### config.mk
export PLATFORM = sky130hd
export DESIGN_NAME = pc_gen
export DESIGN_NICKNAME = d
export VERILOG_FILES = /design/src/rtl/pc_gen.sv
export SDC_FILE = /design/constraint.sdc
export NUM_CORES = 1
export LEC_CHECK = 0
export CORE_ASPECT_RATIO = 0.7
export CORE_MARGIN = 4
export CORE_UTILIZATION = 35
export CTS_CLUSTER_SIZE = 12
export DETAILED_ROUTE_END_ITERATION = 8
export HOLD_SLACK_MARGIN = 0.1
export MAX_ROUTING_LAYER = met4
export PLACE_DENSITY = 0.63
export SYNTH_ARGS = -nofsm -noshare
export SYNTH_HDL_FRONTEND = slang
export SYNTH_SLANG_ARGS = --single-unit
### constraint.sdc
create_clock -name clk -period 3 [get_ports clk]
set_clock_uncertainty 0.1 [all_clocks]
set_input_delay 0.75 -clock clk [delete_from_list [all_inputs] [get_ports clk]]
set_output_delay 0.75 -clock clk [all_outputs]
set_load 0.01 [all_outputs]
### src/rtl/pc_gen.sv
// Instruction fetch address generator: boot sequencing, branch/flush redirect, stalled-branch capture.
// Optional build macro DELAY_SLOT_EN: branch redirects mark a delay slot instead of killing IF.
module pc_gen #(
  parameter logic [31:0] RESET_PC = 32'hBFC00000
) (
  input  logic        clk,
  input  logic        rst,
  input  logic        stall,
  input  logic        flush,
  input  logic [31:0] flush_pc,
  input  logic        branch_flag,
  input  logic [31:0] branch_addr,
  output logic [31:0] pc,
  output logic        rom_en,
  output logic        kill_if,
  output logic        in_delay_slot,
  output logic        fetch_addr_err
);

  typedef enum logic [1:0] {StBoot, StRun, StPend} state_e;

  state_e      state_q, state_d;
  logic [31:0] pc_q, pc_d;
  logic [31:0] pend_q, pend_d;
  logic        rom_en_q, kill_q, ds_q, err_q;
  logic        rom_en_d, kill_d, ds_d, err_d;
  logic        flush_taken, br_taken;

  always_comb begin
    state_d     = state_q;
    pc_d        = pc_q;
    pend_d      = pend_q;
    flush_taken = 1'b0;
    br_taken    = 1'b0;
    unique case (state_q)
      StBoot: begin
        state_d = StRun;
        pc_d    = RESET_PC;
      end
      StRun: begin
        if (flush) begin
          flush_taken = 1'b1;
          pc_d        = flush_pc;
          pend_d      = '0;
        end else if (branch_flag && !stall) begin
          br_taken = 1'b1;
          pc_d     = branch_addr;
        end else if (branch_flag) begin
          // Target captured now; ID may move on while IF is held.
          pend_d  = branch_addr;
          state_d = StPend;
        end else if (!stall) begin
          pc_d = pc_q + 32'd4;
        end
      end
      StPend: begin
        if (flush) begin
          flush_taken = 1'b1;
          pc_d        = flush_pc;
          pend_d      = '0;
          state_d     = StRun;
        end else if (!stall) begin
          br_taken = 1'b1;
          pc_d     = pend_q;
          pend_d   = '0;
          state_d  = StRun;
        end
      end
      default: begin
        state_d = StBoot;
        pc_d    = RESET_PC;
        pend_d  = '0;
      end
    endcase

    rom_en_d = (state_d != StBoot);
    err_d    = (pc_d[1:0] != 2'b00);
`ifdef DELAY_SLOT_EN
    kill_d = flush_taken;
    ds_d   = br_taken;
`else
    kill_d = flush_taken | br_taken;
    ds_d   = 1'b0;
`endif
  end

  always_ff @(posedge clk) begin
    if (rst) begin
      state_q  <= StBoot;
      pc_q     <= RESET_PC;
      pend_q   <= '0;
      rom_en_q <= 1'b0;
      kill_q   <= 1'b0;
      ds_q     <= 1'b0;
      err_q    <= 1'b0;
    end else begin
      state_q  <= state_d;
      pc_q     <= pc_d;
      pend_q   <= pend_d;
      rom_en_q <= rom_en_d;
      kill_q   <= kill_d;
      ds_q     <= ds_d;
      err_q    <= err_d;
    end
  end

  assign pc             = pc_q;
  assign rom_en         = rom_en_q;
  assign kill_if        = kill_q;
  assign in_delay_slot  = ds_q;
  assign fetch_addr_err = err_q;

endmodule

==> impl_metrics.json <==
{
  "outcome": "finished, final reports clean",
  "io_buffers": 103,
  "switchingPower_mw": 0.785,
  "num_vias": 5259,
  "utilization_pct": 51.0,
  "yosysSeqAreaShare_pct": 31.9,
  "ys_ff_latch": 69,
  "seq_power_share_pct": 35.1,
  "setup_tns_ns": 0,
  "tightest_slew_ns": 0.634,
  "synth_edf_count": 0,
  "clkTransAtPathRegs_ns": 0.06,
  "startpoint_type": "register",
  "worstSetupPathType": "reg -> reg",
  "io_pins": 105,
  "rsz0062_at_grt": "no",
  "period_needed_ns": 2.66,
  "grt_pass1_vias": 4855,
  "synth_top_area_share_pct": 31.9,
  "finalCritPeriodShare_pct": 88.6,
  "cellLeakagePower_nw": 2.12,
  "cap_violations": 0,
  "synth_compound_area_share_pct": 30.1,
  "intPower_mw": 2.04,
  "postSynthAreaPerCell_um2": 7.48,
  "yosysTopAreaCell": "dfxtp_1",
  "syn_nets": 653,
  "die_h_um": 101,
  "syn2layout_area_growth_pct": 40.2,
  "synth-main-ff-cell": "dfxtp_1",
  "cts_buffers": 9,
  "hpwl_um": 13500,
  "yosys.area_share.adder_pct": 1.74,
  "cts.repair.resized": 0,
  "n_fill_cell": 1168,
  "synth-xor-area-share_pct": 2.02,
  "nets": 765,
  "hold_viol": 0,
  "p_clk_share_pct": 44.9,
  "rows": 33,
  "muxShareOfSynthArea_pct": 3.41,
  "place_congestion": 0.974,
  "ant_nets": 0,
  "clkLatencyLatePin_ns": 0.34,
  "cts-root-buf": "clkbuf_16",
  "synth_top_family_by_area": "compound AO/OA/AOI/OAI gates",
  "drive_gt1_share_pct": 11.1,
  "worst-path-max-fanout": 12,
  "p_comb_share_pct": 20.0,
  "wl_per_cell_um": 21.4,
  "core-area_um2": 11900,
  "hp-class": "reg -> reg",
  "cp.required_ns": 3.13,
  "synthSimpleGateAreaFrac_pct": 25.6,
  "power_density_nw_per_um2": 466,
  "async_flop_share_pct": 0,
  "slew_headroom_pct": 57.6,
  "cts_tree": "built",
  "synthCells": 578,
  "cp-end-kind": "register",
  "cts_buffer_depth": 2,
  "ir_drop_uv": 350,
  "critical_path_arrival_ns": 2.79,
  "clock_sinks": 69,
  "syn-cell-area_um2": 4330,
  "drtIter0Drc": 647,
  "h-tree-depth": 3,
  "dpl.cell_count": 836,
  "grt_max_degree": 36,
  "die_w_um": 141,
  "drv_slew": 0,
  "fmax_mhz": 376,
  "grt_remaining_overflow": 0,
  "drt_drc_violations_left": 0,
  "antenna_found_initial": 0,
  "n_antenna_cell": 0,
  "first_pass_iters": 5,
  "initial_utilization_pct": 36.4,
  "viasPerCell": 6.17,
  "hold_buffers": 0,
  "cts_setup_buffers": 0,
  "swShare_pct": 27.8,
  "synth.distinct_cells": 66,
  "routed_wl_um": 18200,
  "grt_pass1_wl_um": 28500,
  "synthTopCellsByArea": "dfxtp_1 32%, nand2_1 6.9%, a21oi_1 6.0%, nand3_1 5.1%, o21ai_0 5.0%",
  "grt_usage_pct": 26.5,
  "yosysWarnings": 0,
  "dieArea_um2": 14200,
  "layoutNonFillerInstCount": 852,
  "setup_viol": 0
}
==> routing by layer <==
| metal | track usage (%) | vias up | share of wire (%) |
|---|---|---|---|
| li1 | - | 2386 | - |
| met1 | 40.4 | 2524 | 49 |
| met2 | 34.2 | 320 | 40 |
| met3 | 5.93 | 29 | 10 |
| met4 | 7.15 | 0 | 1.4 |
| met5 | - | - | 0 |
==> power by group through the flow <==
stage	Combinational, mW	Sequential [mW]	Clock [mW]
after global placement	0.548	1.01	0
after detailed placement	0.552	1.01	0
after global routing	0.606	0.995	1.31
after floorplan	0.254	1.01	0
after CTS	0.555	0.989	1.28
final	0.566	0.990	1.27
==> path summary, 6_finish.rpt <==
check / from / to / slack, ns / cells past startpoint
hold / removal: pend_q[8]$_SDFFE_PP0P_ / pend_q[8]$_SDFFE_PP0P_ / 0.34 / 2
hold reg to reg: pend_q[8]$_SDFFE_PP0P_ / pend_q[8]$_SDFFE_PP0P_ / 0.34 / 2
setup / recovery: pc[7]$_SDFFE_PP0P_ / pc[25]$_SDFFE_PP1P_ / 0.34 / 5
setup reg to reg: pc[7]$_SDFFE_PP0P_ / pc[25]$_SDFFE_PP1P_ / 0.34 / 5
==> cell usage in the layout, fill, tap and decap left out, drive strengths merged, types with 4 or more instances in the layout <==
cell type,n
nand4,12
a22o,5
a31oi,11
a32oi,8
clkdlybuf4s50,101
nor3,15
mux2i,8
o21ai,43
dfxtp,69
xor2,8
and4,7
o221ai,5
a211oi,4
o31a,6
a21oi,52
or3,5
o211ai,8
a21o,6
nor2b,6
o31ai,4
nor4,5
nand3,46
clkbuf,10
ha,6
mux2,6
nand2,79
buf,44
and3,6
a221o,4
nor2,29
nand2b,5
a22oi,6
inv,11
o21a,4
==> stage by stage <==
stage          cell area (um2)  setup WS [ns]  power, mW  hold slack, ns
3_3_place_gp              5720          0.319       1.56           0.337
6_report                  6070          0.342       2.82           0.345
3_5_place_dp              5720          0.222       1.56           0.340
4_1_cts                   6070          0.388       2.82           0.349
5_1_grt                   6070          0.274       2.91           0.365
2_1_floorplan             4330          0.625       1.26           0.327
==> state kept, by name, indices dropped and copies added, names as in the netlist <==
| name | count |
|---|---|
| state_q | 2 |
| pend_q | 32 |
| rom_en | 1 |
| pc | 32 |
| kill_if | 1 |
| fetch_addr_err | 1 |
==> critical path, stage by stage (launching register included) <==
cell and delay [ns]:
dfxtp_1 0.47, nand3_2 0.18, or3_4 0.50, nor3_1 0.55
mux2_2 0.40, a311o_1 0.34
==> cell families after synthesis <==
kind of cell | count (synthesis)
muxes | 14
xor gates and xnor gates | 10
and+or+nand+nor | 226
buffers and inverters | 56
DFF | 69
other | 1
AOI/OAI and AO/OA | 196
adders and majority gates | 6
==> layout make-up <==
cell class              instances  area [um2]  share of cell area [%]
inverters                      12        45.0                   0.743
repair buffers                145        1360                    22.4
clock buffers                  10         239                    3.94
clock inverters                 6         110                    1.82
multi-input cells             453        2730                    45.0
well taps                     157         196                    3.24
flip-flops and latches         69        1380                    22.8
==> synthesized netlist by cell type, types with 7 or more instances <==
library cell and instances:
xor2_1 8, dfxtp_1 69, o211ai_1 8, inv_1 11, nor3_1 15, and4_1 7
mux2i_1 8, nor2_1 29, nand2_1 79, a21oi_1 52, a31oi_1 11, o21ai_0 43
clkbuf_1 35, a32oi_1 8, nand3_1 44, nand4_1 12
Note: power is estimated with default switching activity, not from simulation.
